<file path="src/rtl/id_ex_reg_if.sv">
// ID/EX boundary bundle: decode-stage results and WB bypass inputs in, EX-stage copies out.
// No latency of its own; carries no flow control beyond the hazard-unit stall/flush levels.
// master = ID/hazard/WB side driving *_i, slave = the pipeline register driving *_o.
interface id_ex_reg_if #(
  parameter int CNT_W = 8
);
  logic             stall_i;
  logic             flush_i;
  logic             valid_i;
  logic [31:0]      pc_plus4_i;
  logic [31:0]      rs_data_i;
  logic [31:0]      rt_data_i;
  logic [31:0]      imm_ext_i;
  logic [4:0]       rs_addr_i;
  logic [4:0]       rt_addr_i;
  logic [4:0]       rd_addr_i;
  logic             reg_write_i;
  logic             mem_to_reg_i;
  logic             mem_read_i;
  logic             mem_write_i;
  logic             branch_i;
  logic             alu_src_i;
  logic             reg_dst_i;
  logic [2:0]       alu_op_i;
  logic             wb_reg_write_i;
  logic [4:0]       wb_addr_i;
  logic [31:0]      wb_data_i;

  logic             valid_o;
  logic [31:0]      pc_plus4_o;
  logic [31:0]      rs_data_o;
  logic [31:0]      rt_data_o;
  logic [31:0]      imm_ext_o;
  logic [4:0]       rs_addr_o;
  logic [4:0]       rt_addr_o;
  logic [4:0]       rd_addr_o;
  logic             reg_write_o;
  logic             mem_to_reg_o;
  logic             mem_read_o;
  logic             mem_write_o;
  logic             branch_o;
  logic             alu_src_o;
  logic             reg_dst_o;
  logic [2:0]       alu_op_o;
  logic [CNT_W-1:0] bubble_cnt_o;

  modport master (
    output stall_i, flush_i, valid_i, pc_plus4_i, rs_data_i, rt_data_i, imm_ext_i,
           rs_addr_i, rt_addr_i, rd_addr_i, reg_write_i, mem_to_reg_i, mem_read_i,
           mem_write_i, branch_i, alu_src_i, reg_dst_i, alu_op_i,
           wb_reg_write_i, wb_addr_i, wb_data_i,
    input  valid_o, pc_plus4_o, rs_data_o, rt_data_o, imm_ext_o, rs_addr_o, rt_addr_o,
           rd_addr_o, reg_write_o, mem_to_reg_o, mem_read_o, mem_write_o, branch_o,
           alu_src_o, reg_dst_o, alu_op_o, bubble_cnt_o
  );

  modport slave (
    input  stall_i, flush_i, valid_i, pc_plus4_i, rs_data_i, rt_data_i, imm_ext_i,
           rs_addr_i, rt_addr_i, rd_addr_i, reg_write_i, mem_to_reg_i, mem_read_i,
           mem_write_i, branch_i, alu_src_i, reg_dst_i, alu_op_i,
           wb_reg_write_i, wb_addr_i, wb_data_i,
    output valid_o, pc_plus4_o, rs_data_o, rt_data_o, imm_ext_o, rs_addr_o, rt_addr_o,
           rd_addr_o, reg_write_o, mem_to_reg_o, mem_read_o, mem_write_o, branch_o,
           alu_src_o, reg_dst_o, alu_op_o, bubble_cnt_o
  );
endinterface

</file>
<file path="src/rtl/id_ex_reg.sv">
// ID/EX pipeline register with WB bypass, hazard stall/flush and a saturating bubble counter.
// Latency 1 cycle; every output is registered.
// stall_i holds contents (WB writes still land), flush_i inserts a bubble and wins over stall_i.
module id_ex_reg #(
  parameter int CNT_W = 8
) (
  input logic         clk_i,
  input logic         rst_i,
  id_ex_reg_if.slave  bus
);

  typedef struct packed {
    logic        valid;
    logic [31:0] pc_plus4;
    logic [31:0] rs_data;
    logic [31:0] rt_data;
    logic [31:0] imm_ext;
    logic [4:0]  rs_addr;
    logic [4:0]  rt_addr;
    logic [4:0]  rd_addr;
    logic        reg_write;
    logic        mem_to_reg;
    logic        mem_read;
    logic        mem_write;
    logic        branch;
    logic        alu_src;
    logic        reg_dst;
    logic [2:0]  alu_op;
  } stage_t;

  stage_t           q;
  stage_t           d_load;
  logic [CNT_W-1:0] bubble_cnt;

  logic wb_ok;
  logic rs_hit_ld, rt_hit_ld;
  logic rs_hit_st, rt_hit_st;

  // $0 is hardwired, so a WB write to it must never be forwarded.
  assign wb_ok     = bus.wb_reg_write_i && (bus.wb_addr_i != 5'd0);
  assign rs_hit_ld = wb_ok && (bus.wb_addr_i == bus.rs_addr_i);
  assign rt_hit_ld = wb_ok && (bus.wb_addr_i == bus.rt_addr_i);
  assign rs_hit_st = wb_ok && q.valid && (bus.wb_addr_i == q.rs_addr);
  assign rt_hit_st = wb_ok && q.valid && (bus.wb_addr_i == q.rt_addr);

  always_comb begin
    d_load          = '0;
    d_load.valid    = bus.valid_i;
    d_load.pc_plus4 = bus.pc_plus4_i;
    d_load.rs_data  = rs_hit_ld ? bus.wb_data_i : bus.rs_data_i;
    d_load.rt_data  = rt_hit_ld ? bus.wb_data_i : bus.rt_data_i;
    d_load.imm_ext  = bus.imm_ext_i;
    d_load.rs_addr  = bus.rs_addr_i;
    d_load.rt_addr  = bus.rt_addr_i;
    d_load.rd_addr  = bus.rd_addr_i;
    if (bus.valid_i) begin
      d_load.reg_write  = bus.reg_write_i;
      d_load.mem_to_reg = bus.mem_to_reg_i;
      d_load.mem_read   = bus.mem_read_i;
      d_load.mem_write  = bus.mem_write_i;
      d_load.branch     = bus.branch_i;
      d_load.alu_src    = bus.alu_src_i;
      d_load.reg_dst    = bus.reg_dst_i;
      d_load.alu_op     = bus.alu_op_i;
    end
  end

  always_ff @(posedge clk_i or posedge rst_i) begin
    if (rst_i) begin
      q          <= '0;
      bubble_cnt <= '0;
    end else if (bus.flush_i) begin
      q <= '0;
      if (bubble_cnt != {CNT_W{1'b1}}) begin
        bubble_cnt <= bubble_cnt + CNT_W'(1);
      end
    end else if (bus.stall_i) begin
      // Held instruction still picks up register writes retiring in WB.
      if (rs_hit_st) q.rs_data <= bus.wb_data_i;
      if (rt_hit_st) q.rt_data <= bus.wb_data_i;
    end else begin
      q <= d_load;
    end
  end

  assign bus.valid_o      = q.valid;
  assign bus.pc_plus4_o   = q.pc_plus4;
  assign bus.rs_data_o    = q.rs_data;
  assign bus.rt_data_o    = q.rt_data;
  assign bus.imm_ext_o    = q.imm_ext;
  assign bus.rs_addr_o    = q.rs_addr;
  assign bus.rt_addr_o    = q.rt_addr;
  assign bus.rd_addr_o    = q.rd_addr;
  assign bus.reg_write_o  = q.reg_write;
  assign bus.mem_to_reg_o = q.mem_to_reg;
  assign bus.mem_read_o   = q.mem_read;
  assign bus.mem_write_o  = q.mem_write;
  assign bus.branch_o     = q.branch;
  assign bus.alu_src_o    = q.alu_src;
  assign bus.reg_dst_o    = q.reg_dst;
  assign bus.alu_op_o     = q.alu_op;
  assign bus.bubble_cnt_o = bubble_cnt;

endmodule

</file>
<file path="src/flat_wrapper.sv">
// flat-port wrapper written by rule: the top's interface ports become plain ports
module id_ex_reg_flat 
#(
  parameter int CNT_W = 8
)
  (clk_i, rst_i, bus_stall_i, bus_flush_i, bus_valid_i, bus_pc_plus4_i, bus_rs_data_i, bus_rt_data_i, bus_imm_ext_i, bus_rs_addr_i, bus_rt_addr_i, bus_rd_addr_i, bus_reg_write_i, bus_mem_to_reg_i, bus_mem_read_i, bus_mem_write_i, bus_branch_i, bus_alu_src_i, bus_reg_dst_i, bus_alu_op_i, bus_wb_reg_write_i, bus_wb_addr_i, bus_wb_data_i, bus_valid_o, bus_pc_plus4_o, bus_rs_data_o, bus_rt_data_o, bus_imm_ext_o, bus_rs_addr_o, bus_rt_addr_o, bus_rd_addr_o, bus_reg_write_o, bus_mem_to_reg_o, bus_mem_read_o, bus_mem_write_o, bus_branch_o, bus_alu_src_o, bus_reg_dst_o, bus_alu_op_o, bus_bubble_cnt_o);
  id_ex_reg_if #(.CNT_W(CNT_W)) bus_i ();
  input logic clk_i;
  input logic rst_i;
  input wire logic [$bits(bus_i.stall_i)-1:0] bus_stall_i;
  input wire logic [$bits(bus_i.flush_i)-1:0] bus_flush_i;
  input wire logic [$bits(bus_i.valid_i)-1:0] bus_valid_i;
  input wire logic [$bits(bus_i.pc_plus4_i)-1:0] bus_pc_plus4_i;
  input wire logic [$bits(bus_i.rs_data_i)-1:0] bus_rs_data_i;
  input wire logic [$bits(bus_i.rt_data_i)-1:0] bus_rt_data_i;
  input wire logic [$bits(bus_i.imm_ext_i)-1:0] bus_imm_ext_i;
  input wire logic [$bits(bus_i.rs_addr_i)-1:0] bus_rs_addr_i;
  input wire logic [$bits(bus_i.rt_addr_i)-1:0] bus_rt_addr_i;
  input wire logic [$bits(bus_i.rd_addr_i)-1:0] bus_rd_addr_i;
  input wire logic [$bits(bus_i.reg_write_i)-1:0] bus_reg_write_i;
  input wire logic [$bits(bus_i.mem_to_reg_i)-1:0] bus_mem_to_reg_i;
  input wire logic [$bits(bus_i.mem_read_i)-1:0] bus_mem_read_i;
  input wire logic [$bits(bus_i.mem_write_i)-1:0] bus_mem_write_i;
  input wire logic [$bits(bus_i.branch_i)-1:0] bus_branch_i;
  input wire logic [$bits(bus_i.alu_src_i)-1:0] bus_alu_src_i;
  input wire logic [$bits(bus_i.reg_dst_i)-1:0] bus_reg_dst_i;
  input wire logic [$bits(bus_i.alu_op_i)-1:0] bus_alu_op_i;
  input wire logic [$bits(bus_i.wb_reg_write_i)-1:0] bus_wb_reg_write_i;
  input wire logic [$bits(bus_i.wb_addr_i)-1:0] bus_wb_addr_i;
  input wire logic [$bits(bus_i.wb_data_i)-1:0] bus_wb_data_i;
  output wire logic [$bits(bus_i.valid_o)-1:0] bus_valid_o;
  output wire logic [$bits(bus_i.pc_plus4_o)-1:0] bus_pc_plus4_o;
  output wire logic [$bits(bus_i.rs_data_o)-1:0] bus_rs_data_o;
  output wire logic [$bits(bus_i.rt_data_o)-1:0] bus_rt_data_o;
  output wire logic [$bits(bus_i.imm_ext_o)-1:0] bus_imm_ext_o;
  output wire logic [$bits(bus_i.rs_addr_o)-1:0] bus_rs_addr_o;
  output wire logic [$bits(bus_i.rt_addr_o)-1:0] bus_rt_addr_o;
  output wire logic [$bits(bus_i.rd_addr_o)-1:0] bus_rd_addr_o;
  output wire logic [$bits(bus_i.reg_write_o)-1:0] bus_reg_write_o;
  output wire logic [$bits(bus_i.mem_to_reg_o)-1:0] bus_mem_to_reg_o;
  output wire logic [$bits(bus_i.mem_read_o)-1:0] bus_mem_read_o;
  output wire logic [$bits(bus_i.mem_write_o)-1:0] bus_mem_write_o;
  output wire logic [$bits(bus_i.branch_o)-1:0] bus_branch_o;
  output wire logic [$bits(bus_i.alu_src_o)-1:0] bus_alu_src_o;
  output wire logic [$bits(bus_i.reg_dst_o)-1:0] bus_reg_dst_o;
  output wire logic [$bits(bus_i.alu_op_o)-1:0] bus_alu_op_o;
  output wire logic [$bits(bus_i.bubble_cnt_o)-1:0] bus_bubble_cnt_o;
  assign bus_i.stall_i = bus_stall_i;
  assign bus_i.flush_i = bus_flush_i;
  assign bus_i.valid_i = bus_valid_i;
  assign bus_i.pc_plus4_i = bus_pc_plus4_i;
  assign bus_i.rs_data_i = bus_rs_data_i;
  assign bus_i.rt_data_i = bus_rt_data_i;
  assign bus_i.imm_ext_i = bus_imm_ext_i;
  assign bus_i.rs_addr_i = bus_rs_addr_i;
  assign bus_i.rt_addr_i = bus_rt_addr_i;
  assign bus_i.rd_addr_i = bus_rd_addr_i;
  assign bus_i.reg_write_i = bus_reg_write_i;
  assign bus_i.mem_to_reg_i = bus_mem_to_reg_i;
  assign bus_i.mem_read_i = bus_mem_read_i;
  assign bus_i.mem_write_i = bus_mem_write_i;
  assign bus_i.branch_i = bus_branch_i;
  assign bus_i.alu_src_i = bus_alu_src_i;
  assign bus_i.reg_dst_i = bus_reg_dst_i;
  assign bus_i.alu_op_i = bus_alu_op_i;
  assign bus_i.wb_reg_write_i = bus_wb_reg_write_i;
  assign bus_i.wb_addr_i = bus_wb_addr_i;
  assign bus_i.wb_data_i = bus_wb_data_i;
  assign bus_valid_o = bus_i.valid_o;
  assign bus_pc_plus4_o = bus_i.pc_plus4_o;
  assign bus_rs_data_o = bus_i.rs_data_o;
  assign bus_rt_data_o = bus_i.rt_data_o;
  assign bus_imm_ext_o = bus_i.imm_ext_o;
  assign bus_rs_addr_o = bus_i.rs_addr_o;
  assign bus_rt_addr_o = bus_i.rt_addr_o;
  assign bus_rd_addr_o = bus_i.rd_addr_o;
  assign bus_reg_write_o = bus_i.reg_write_o;
  assign bus_mem_to_reg_o = bus_i.mem_to_reg_o;
  assign bus_mem_read_o = bus_i.mem_read_o;
  assign bus_mem_write_o = bus_i.mem_write_o;
  assign bus_branch_o = bus_i.branch_o;
  assign bus_alu_src_o = bus_i.alu_src_o;
  assign bus_reg_dst_o = bus_i.reg_dst_o;
  assign bus_alu_op_o = bus_i.alu_op_o;
  assign bus_bubble_cnt_o = bus_i.bubble_cnt_o;
  id_ex_reg #(.CNT_W(CNT_W)) u_core (.clk_i(clk_i), .rst_i(rst_i), .bus(bus_i));
endmodule
</file>
<file path="config.mk">
export PLATFORM = sky130hd
export DESIGN_NAME = id_ex_reg_flat
export DESIGN_NICKNAME = d
export VERILOG_FILES = /design/src/rtl/id_ex_reg_if.sv /design/src/rtl/id_ex_reg.sv /design/src/flat_wrapper.sv
export SDC_FILE = /design/constraint.sdc
export NUM_CORES = 1
export LEC_CHECK = 0
export CAP_MARGIN = 20
export CORE_AREA = 2 2 137 139
export CTS_CLUSTER_DIAMETER = 150
export CTS_CLUSTER_SIZE = 25
export DETAILED_ROUTE_END_ITERATION = 8
export DIE_AREA = 0 0 139 141
export HOLD_SLACK_MARGIN = 0.12
export PLACE_DENSITY = 0.8
export SYNTH_ARGS = -nofsm -noshare
export SYNTH_HDL_FRONTEND = slang
export SYNTH_SLANG_ARGS = --single-unit
export TNS_END_PERCENT = 30
</file>
<file path="constraint.sdc">
create_clock -name clk_i -period 15.4 [get_ports clk_i]
set_input_delay 1.54 -clock clk_i [delete_from_list [all_inputs] [get_ports clk_i]]
set_output_delay 1.54 -clock clk_i [all_outputs]
set_load 0.02 [all_outputs]
</file>
==> results of run 1 <==
## kinds of logic (layout without fill, tap and decap cells)
logic type | Yosys count | in the layout | share of synthesized area (%)
multiplexers | 84 | 84 | 11.3
AND/OR/NAND/NOR | 243 | 243 | 13.9
XOR/XNOR | 27 | 27 | 3.18
other | 0 | 1 | 0
adder cells (fa/ha/maj) | 1 | 1 | 0.168
AO/OA/AOI/OAI | 111 | 111 | 13.3
flip-flops | 162 | 162 | 54.5
buffers and inverters | 56 | 399 | 3.61
## per-layer routing
metal | routed length (um) | up-vias
li1 | - | 3130
met3 | 2270 | 44
met1 | 9550 | 3341
met5 | 0 | -
met2 | 12500 | 348
met4 | 753 | 0
## worst max-delay path: stages
cell and delay (ps):
clkdlybuf4s50_1 530, or4_4 600, or2_0 410, a31oi_4 870, a222oi_1 290, nand2_1 120
## flip-flops by register name, summed over array words and instances, names as in the netlist
| register | flops |
|---|---|
| u_core.bus.alu_op_o | 3 |
| u_core.bus.alu_src_o | 1 |
| u_core.bus.branch_o | 1 |
| u_core.bus.bubble_cnt_o | 8 |
| u_core.bus.imm_ext_o | 32 |
| u_core.bus.mem_read_o | 1 |
| u_core.bus.mem_to_reg_o | 1 |
| u_core.bus.mem_write_o | 1 |
| u_core.bus.pc_plus4_o | 32 |
| u_core.bus.rd_addr_o | 5 |
| u_core.bus.reg_dst_o | 1 |
| u_core.bus.reg_write_o | 1 |
| u_core.bus.rs_addr_o | 5 |
| u_core.bus.rs_data_o | 32 |
| u_core.bus.rt_addr_o | 5 |
| u_core.bus.rt_data_o | 32 |
| u_core.bus.valid_o | 1 |
## metrics by stage
| stage | utilization [%] | total power [W] | cell area [um^2] |
|---|---|---|---|
| 4_1_cts | 64.4 | 0.00120 | 11800 |
| 3_5_place_dp | 61.1 | 0.000745 | 11200 |
| 3_3_place_gp | 61.1 | 0.000741 | 11200 |
| 6_report | 64.4 | 0.00119 | 11800 |
| 2_1_floorplan | - | 0.000602 | 7440 |
| 5_1_grt | 64.4 | 0.00124 | 11800 |
## report_power, final
group / switching [W] / internal (W)
Combinational: 0.000121 / 0.000132
Sequential: 0.0000264 / 0.000457
Clock: 0.000192 / 0.000261
## layout make-up
cell class	instances	area [um^2]
fillers	1488	6490
inverters	2	12.5
repair buffers	365	3630
clock inverters	14	186
well taps	234	293
clock buffers	18	429
diodes	1	2.50
multi-input cells	466	3170
flip-flops and latches	162	4050
## worst max-delay path by stage
stage / to / cells after the start / slack [ps]
6_report: u_core.bus.rt_data_o[19]$_DFFE_PP0P_ / 6 / 11360
2_1_floorplan: u_core.bus.alu_op_o[0]$_DFFE_PP0P_ / 1 / 9480
3_3_place_gp: u_core.bus.rt_data_o[16]$_DFFE_PP0P_ / 6 / 11040
4_1_cts: u_core.bus.rt_data_o[19]$_DFFE_PP0P_ / 6 / 11410
3_5_place_dp: u_core.bus.rt_data_o[19]$_DFFE_PP0P_ / 6 / 10960
5_1_grt: u_core.bus.rt_data_o[22]$_DFFE_PP0P_ / 6 / 11230
## synthesized netlist by cell type (all sizes together), types with 4 or more instances
master     n
and2      19
xor2      12
nor3       4
nand3     12
a22oi     17
a221o     21
a222oi    29
dfrtp    162
nand2     95
xnor2     15
a22o       9
nor2      98
buf       22
mux2i     83
clkbuf    32
a2bb2oi   12
o2bb2ai   12
==> impl_metrics.json, run 1 <==
{
  "period_share_pct": 26.2,
  "r2r_setup_slack_ps": 13030,
  "ys.flop_type": "dfrtp_1",
  "syn_nets": 881,
  "clkTransAtPathRegs_ps": 70,
  "clock-sinks": 162,
  "synth_cells": 684,
  "pin_count": 358,
  "drive_gt1_share_pct": 5.06,
  "layout_commonest_cell": "clkdlybuf4s50_1",
  "rr_worst_depth": 5,
  "dr.pass1.iters": 6,
  "crit_start": "bus_wb_addr_i[0]",
  "endpoint_kind": "flip-flop",
  "p_leak_nw": 5.27,
  "stdcell_count": 1262,
  "num_vias": 6863,
  "synth_area_per_cell_um2": 10.9,
  "tightest_slew_ps": 1020,
  "drc_errors": 0,
  "arrival_ps": 4390,
  "clock_latency_ps": 430,
  "fmax_mhz": 248,
  "setup_tns_ps": 0,
  "critPathMaxFanout": 31,
  "timing.rr.start": "u_core.bus.rt_addr_o[3]$_DFFE_PP0P_",
  "period_needed_ps": 4040,
  "synthArstFlopShare_pct": 100,
  "ir_drop_uv": 74.1,
  "core_area_um2": 18300,
  "synth-edff-count": 0,
  "cts_buffer_depth": 2,
  "required_ps": 15750,
  "timing.rr.end": "u_core.bus.rt_data_o[19]$_DFFE_PP0P_",
  "grt_pass1_vias": 7067,
  "antenna_left": 0,
  "drt_wl_total_um": 25100,
  "synth_area_um2": 7440,
  "antenna_found_initial": 1,
  "clock_skew_ps": 11.4,
  "fin_ws_ps": 11360,
  "synth_area_leaders": "dfrtp_1 54%, mux2i_1 11%, nor2_1 4.9%",
  "use_met3_pct": 7.10,
  "overflow": 0,
  "cp-start-kind": "input port",
  "met2_usage_pct": 43.2,
  "hold_path_end": "u_core.bus.rt_data_o[7]$_DFFE_PP0P_",
  "cts-root-buf": "clkbuf_16",
  "initial_core_util_pct": 40.8,
  "yosys_register_bits": 162,
  "synth.distinct_cells": 40,
  "min_from": "u_core.bus.rt_data_o[7]$_DFFE_PP0P_",
  "holdPathStages": 2,
  "numCtsBuffers": 17,
  "rows": 50,
  "holdBufCountCts": 0,
  "yosysTopAreaCellShare_pct": 54.5,
  "wl_per_cell_um": 19.8,
  "holdWs_ps": 480,
  "final_hold_viol_count": 0,
  "syn_to_final_growth_pct": 58.1,
  "grt_pass1_wl_um": 38700,
  "grt_start_max_net_pins": 97,
  "die_h_um": 141,
  "cts_tree": "done",
  "drt_iter0_drc": 520,
  "finalSetupViolCount": 0,
  "max_cap_viol_count": 0,
  "p_per_area_nw_per_um2": 101,
  "grt_usage_pct": 25.1,
  "outcome": "finished, final reports clean",
  "yosys.area.top_type": "dfrtp_1",
  "ys_seq_area_share_pct": 54.5,
  "yosysWarnings": 0,
  "post-cts-setup-buffer-count": 0,
  "relSlewSlack_pct": 31.9,
  "cts-htree-levels": 4,
  "rsz0062_at_grt": "no",
  "routabilityCongestion": 0.890,
  "path_class": "in2reg",
  "min_path_type": "reg2reg",
  "use_met1_pct": 29.6,
  "layout_common_cells": "355 x clkdlybuf4s50_1, 162 x dfrtp_1, 97 x nor2_1",
  "place_inst": 1229,
  "dieWidth_um": 139,
  "design.die.area_um2": 19600,
  "nets": 1211,
  "busiest_layer": "met2",
  "io_buffers": 357,
  "cts_resized": 0,
  "hpwl_um": 17600,
  "detail_route.vias_per_cell": 5.44,
  "slew_violations": 0,
  "dpl_worst_slack_ps": 10960
}
Power figures use the tool's default switching activity.
==> run 2, diff against run 1 <==
--- a/config.mk
+++ b/config.mk
@@ -6,13 +6,13 @@
 export NUM_CORES = 1
 export LEC_CHECK = 0
 export CAP_MARGIN = 20
-export CORE_AREA = 2 2 137 139
+export CORE_AREA = 2 2 145 147
 export CTS_CLUSTER_DIAMETER = 150
 export CTS_CLUSTER_SIZE = 25
 export DETAILED_ROUTE_END_ITERATION = 8
-export DIE_AREA = 0 0 139 141
+export DIE_AREA = 0 0 147 149
 export HOLD_SLACK_MARGIN = 0.12
-export PLACE_DENSITY = 0.8
+export PLACE_DENSITY = 0.75
 export SYNTH_ARGS = -nofsm -noshare
 export SYNTH_HDL_FRONTEND = slang
 export SYNTH_SLANG_ARGS = --single-unit
==> constraint.sdc (replaced) <==
create_clock -name clk_i -period 3.36 [get_ports clk_i]
set_input_delay 0.336 -clock clk_i [delete_from_list [all_inputs] [get_ports clk_i]]
set_output_delay 0.336 -clock clk_i [all_outputs]
set_load 0.02 [all_outputs]
==> impl_metrics.json, run 2 (synthesized netlist as in run 1, its figures left out) <==
{
  "die_h_um": 149,
  "rows": 53,
  "met2_usage_pct": 37.8,
  "nets": 1216,
  "design.die.area_um2": 21900,
  "clock-sinks": 162,
  "layout_common_cells": "355 x clkdlybuf4s50_1, 162 x dfrtp_1, 97 x nor2_1",
  "pin_count": 358,
  "detail_route.vias_per_cell": 5.16,
  "grt_usage_pct": 22.5,
  "min_path_type": "in2reg",
  "total_power_w": 0.00547,
  "path_class": "in2reg",
  "initial_core_util_pct": 36.2,
  "io_buffers": 357,
  "syn_to_final_growth_pct": 59.7,
  "required_ps": 3660,
  "antenna_left": 0,
  "cp-start-kind": "input port",
  "slew_violations": 0,
  "clock_skew_ps": 9.07,
  "drt_iter0_drc": 462,
  "hpwl_um": 17500,
  "p_leak_nw": 5.30,
  "grt_start_max_net_pins": 100,
  "holdBufCountCts": 0,
  "tightest_slew_ps": 867,
  "rsz0062_at_grt": "no",
  "final_hold_viol_count": 0,
  "use_met1_pct": 27.2,
  "place_inst": 1275,
  "core_area_um2": 20600,
  "grt_pass1_wl_um": 38500,
  "use_met3_pct": 8.01,
  "ir_drop_uv": 411,
  "cts-root-buf": "clkbuf_16",
  "antenna_found_initial": 2,
  "outcome": "finished, final reports clean",
  "dr.pass1.iters": 6,
  "p_per_area_nw_per_um2": 460,
  "routabilityCongestion": 0.841,
  "period_needed_ps": 2450,
  "cts-htree-levels": 4,
  "numCtsBuffers": 17,
  "cts_buffer_depth": 2,
  "cts_tree": "done",
  "dieWidth_um": 147,
  "endpoint_kind": "flip-flop",
  "stdcell_count": 1307,
  "grt_pass1_vias": 6844,
  "holdWs_ps": 327,
  "layout_commonest_cell": "clkdlybuf4s50_1",
  "cts_resized": 0,
  "post-cts-setup-buffer-count": 0,
  "max_cap_viol_count": 0,
  "setup_tns_ps": 0,
  "period_share_pct": 72.8,
  "critPathMaxFanout": 19,
  "overflow": 0,
  "clock_latency_ps": 420,
  "drc_errors": 0,
  "drive_gt1_share_pct": 5.53,
  "num_vias": 6746,
  "drt_wl_total_um": 24700,
  "busiest_layer": "met2",
  "arrival_ps": 2740,
  "finalSetupViolCount": 0,
  "fmax_mhz": 409,
  "clkTransAtPathRegs_ps": 70,
  "wl_per_cell_um": 18.9,
  "relSlewSlack_pct": 42.2
}
## run 2: changes by cell type in the layout (fill, tap and decap cells not counted)
cell and change:
buf_12 +2, buf_4 +3, clkbuf_1 -1, clkinvlp_4 +1
inv_6 -3, inv_8 +2
## run 2: path summary, 6_finish.rpt
check                                                         start                              endpoint  slack [ps]  depth (start not counted)
worst max-delay path                               bus_wb_addr_i[0]   u_core.bus.rs_data_o[0]$_DFFE_PP0P_         910                          6
worst min-delay path                                    bus_flush_i   u_core.bus.rt_addr_o[0]$_DFFE_PP0P_         330                          2
worst max register to register  u_core.bus.rt_addr_o[3]$_DFFE_PP0P_  u_core.bus.rt_data_o[13]$_DFFE_PP0P_        1170                          6
worst min register to register  u_core.bus.rt_data_o[2]$_DFFE_PP0P_   u_core.bus.rt_data_o[2]$_DFFE_PP0P_         490                          2
max in group asynchronous                                     rst_i   u_core.bus.imm_ext_o[5]$_DFFE_PP0P_        2460                          3
min in group asynchronous                                     rst_i  u_core.bus.rt_data_o[14]$_DFFE_PP0P_         370                          3
## run 2: power by group
group          switching [W]  leakage [nW]  internal, W  total (W)
combinational       0.000552          2.85     0.000612    0.00116
clock               0.000891         0.302      0.00120    0.00209
sequential          0.000120          2.15      0.00210    0.00222
## run 2: metrics by stage
step                      util (%)  setup slack (ps)  area [um^2]
after CTS                     57.8               908        11900
after global placement        54.8               511        11300
after detailed placement      54.8               455        11300
final                         57.8               914        11900
after floorplan                  -               967         7450
after global routing          57.8               782        11900
## run 2: final cells by class
type | instances | area [um^2]
Fill cell | 1777 | 8670
Sequential cell | 162 | 4050
Clock buffer | 17 | 425
Antenna cell | 1 | 2.50
Tap cell | 275 | 344
Clock inverter | 14 | 191
Timing Repair Buffer | 370 | 3690
Inverter | 2 | 11.3
Multi-Input combinational cell | 466 | 3170
## run 2: routing by layer
layer  vias to the layer above  share of wire [%]  wire length, um
met2                       320                 50            12200
met1                      3258                 39             9540
met4                         2                1.7              424
li1                       3142                  -                -
met5                         -              0.049               12
met3                        24                 10             2500
## run 2: critical path, stage by stage
cell	delay, ps
clkdlybuf4s50_1	540
or4_4	600
or2_0	290
and3_1	450
a222oi_1	420
nand2_1	100
==> run 3, diff against run 2 <==
==> constraint.sdc (replaced) <==
create_clock -name clk_i -period 2 [get_ports clk_i]
set_input_delay 0.2 -clock clk_i [delete_from_list [all_inputs] [get_ports clk_i]]
set_output_delay 0.2 -clock clk_i [all_outputs]
set_load 0.02 [all_outputs]
==> impl_metrics.json, run 3 (synthesized netlist as in run 1, its figures left out) <==
{
  "outcome": "finished, final reports clean",
  "required_ps": 2300,
  "cpMaxStageDelayCell": "dfrtp_1",
  "syn_to_final_growth_pct": 65.0,
  "p_clk_share_pct": 36.5,
  "holdPathStages": 3,
  "r2r_setup_slack_ps": 90,
  "met2_usage_pct": 40.1,
  "routabilityCongestion": 0.845,
  "p_leak_nw": 5.51,
  "period_needed_ps": 1910,
  "crit_buf_inv": 2,
  "max_stage_delay_ps": 400,
  "initial_core_util_pct": 36.2,
  "clock_skew_ps": 12.7,
  "num_vias": 6873,
  "use_met1_pct": 27.2,
  "wl_per_cell_um": 18.8,
  "cts_buffer_depth": 2,
  "switching_share_pct": 29.5,
  "drive_gt1_share_pct": 8.53,
  "hold_path_end": "u_core.bus.rt_data_o[31]$_DFFE_PP0P_",
  "drt_iter0_drc": 402,
  "pwr-share-seq_pct": 41.1,
  "p_per_area_nw_per_um2": 738,
  "finalSetupViolCount": 0,
  "design.die.area_um2": 21900,
  "use_met3_pct": 7.28,
  "endpoint_kind": "flip-flop",
  "relSlewSlack_pct": 33.3,
  "dieWidth_um": 147,
  "overflow": 0,
  "slew_violations": 0,
  "grt_pass1_wl_um": 39100,
  "grt_pass1_vias": 7078,
  "dr.pass1.iters": 6,
  "rows": 53,
  "crit_family": "compound AO/OA/AOI/OAI gates",
  "ir_drop_uv": 585,
  "io_buffers": 357,
  "cp.depth": 7,
  "arrival_ps": 2210,
  "cts-root-buf": "clkbuf_16",
  "clock-sinks": 162,
  "timing.rr.end": "u_core.bus.rt_data_o[21]$_DFFE_PP0P_",
  "clock_latency_ps": 430,
  "intPower_w": 0.00640,
  "die_h_um": 149,
  "finalCoreUtilization_pct": 59.7,
  "combPwrFrac_pct": 22.5,
  "pin_count": 358,
  "crit_chain": "xor2_1 > nor4_1 > buf_4 > a31oi_4 > buf_12 > a222oi_1 > nand2_1",
  "cts_tree": "done",
  "core_area_um2": 20600,
  "grt_usage_pct": 22.8,
  "rr_worst_depth": 7,
  "numCtsBuffers": 17,
  "critPathMaxFanout": 24,
  "antenna_left": 0,
  "tightest_slew_ps": 1000,
  "switchingPower_w": 0.00267,
  "layout_commonest_cell": "clkdlybuf4s50_1",
  "fmax_mhz": 524,
  "max_cap_viol_count": 0,
  "layout_common_cells": "354 x clkdlybuf4s50_1, 162 x dfrtp_1, 97 x nor2_1",
  "timing.rr.start": "u_core.bus.rt_addr_o[3]$_DFFE_PP0P_",
  "drt_wl_total_um": 25200,
  "hpwl_um": 18400,
  "min_from": "bus_flush_i",
  "period_share_pct": 95.4,
  "detail_route.vias_per_cell": 5.12,
  "clkTransAtPathRegs_ps": 70,
  "path_class": "reg2reg",
  "cts-htree-levels": 4,
  "cp-start-kind": "flip-flop",
  "min_path_type": "in2reg",
  "antenna_found_initial": 1,
  "total_power_w": 0.00907,
  "drc_errors": 0,
  "final_hold_viol_count": 0,
  "rsz0062_at_grt": "yes",
  "grt_start_max_net_pins": 64,
  "busiest_layer": "met2",
  "nFillCells": 1750,
  "nets": 1251
}
## run 3: area by class of cell
class	count	area [um^2]	share of cell area (%)
Clock buffer	18	429	3.49
Multi-Input combinational cell	466	3170	25.8
Tap cell	275	344	2.80
Antenna cell	1	2.50	0.0204
Clock inverter	14	164	1.33
Inverter	2	11.3	0.0917
Timing Repair Buffer	405	4110	33.4
Sequential cell	162	4050	33.0
## run 3: tightest hold or removal path, delay by kind of cell
family                 cells  cell delay, ps
and+or+nand+nor            1             140
buffers and inverters      1             110
AOI/OAI and AO/OA          1              70
## run 3: repair_timing
action | 4_1_cts | 5_1_grt
setup endpoints to repair | 0 | 57
resized for setup | 0 | 1
hold endpoints to repair | 8 | 0
buffers inserted | 0 | 2
hold buffers | 1 | 0
## run 3: worst max path at each step
stage | startpoint | end
6_report | u_core.bus.rt_addr_o[3]$_DFFE_PP0P_ | u_core.bus.rt_data_o[21]$_DFFE_PP0P_
2_1_floorplan | rst_i | u_core.bus.alu_op_o[0]$_DFFE_PP0P_
3_3_place_gp | bus_wb_addr_i[0] | u_core.bus.rt_data_o[7]$_DFFE_PP0P_
4_1_cts | bus_wb_addr_i[0] | u_core.bus.rs_data_o[25]$_DFFE_PP0P_
5_1_grt | u_core.bus.rt_addr_o[3]$_DFFE_PP0P_ | u_core.bus.rt_data_o[18]$_DFFE_PP0P_
3_5_place_dp | bus_wb_addr_i[0] | u_core.bus.rs_data_o[25]$_DFFE_PP0P_
## run 3: per-layer routing
metal	vias up	share of wire (%)
met5	-	0
met4	0	1.3
met3	23	9.5
met2	318	51
met1	3322	38
li1	3210	-
## run 3: power by group through the flow
stage                     logic, W  clock network [W]  registers (W)
final                      0.00204            0.00331        0.00372
after global routing       0.00217            0.00355        0.00375
after CTS                  0.00205            0.00340        0.00372
after detailed placement   0.00205                  0        0.00378
after global placement     0.00202                  0        0.00378
after floorplan           0.000581                  0        0.00406
## run 3: stage by stage
stage / std cells / area, um^2 / setup WS (ps) / hold slack, ps / setup TNS, ps
3_5_place_dp: 1307 / 11700 / -459 / 468 / -26290
6_report: 1343 / 12300 / 91.3 / 136 / 0
2_1_floorplan: 684 / 7450 / -257 / 305 / -42790
4_1_cts: 1340 / 12300 / 2.64 / 125 / 0
5_1_grt: 1343 / 12300 / -76.4 / 147 / -281
3_3_place_gp: 1307 / 11700 / -429 / 458 / -24450
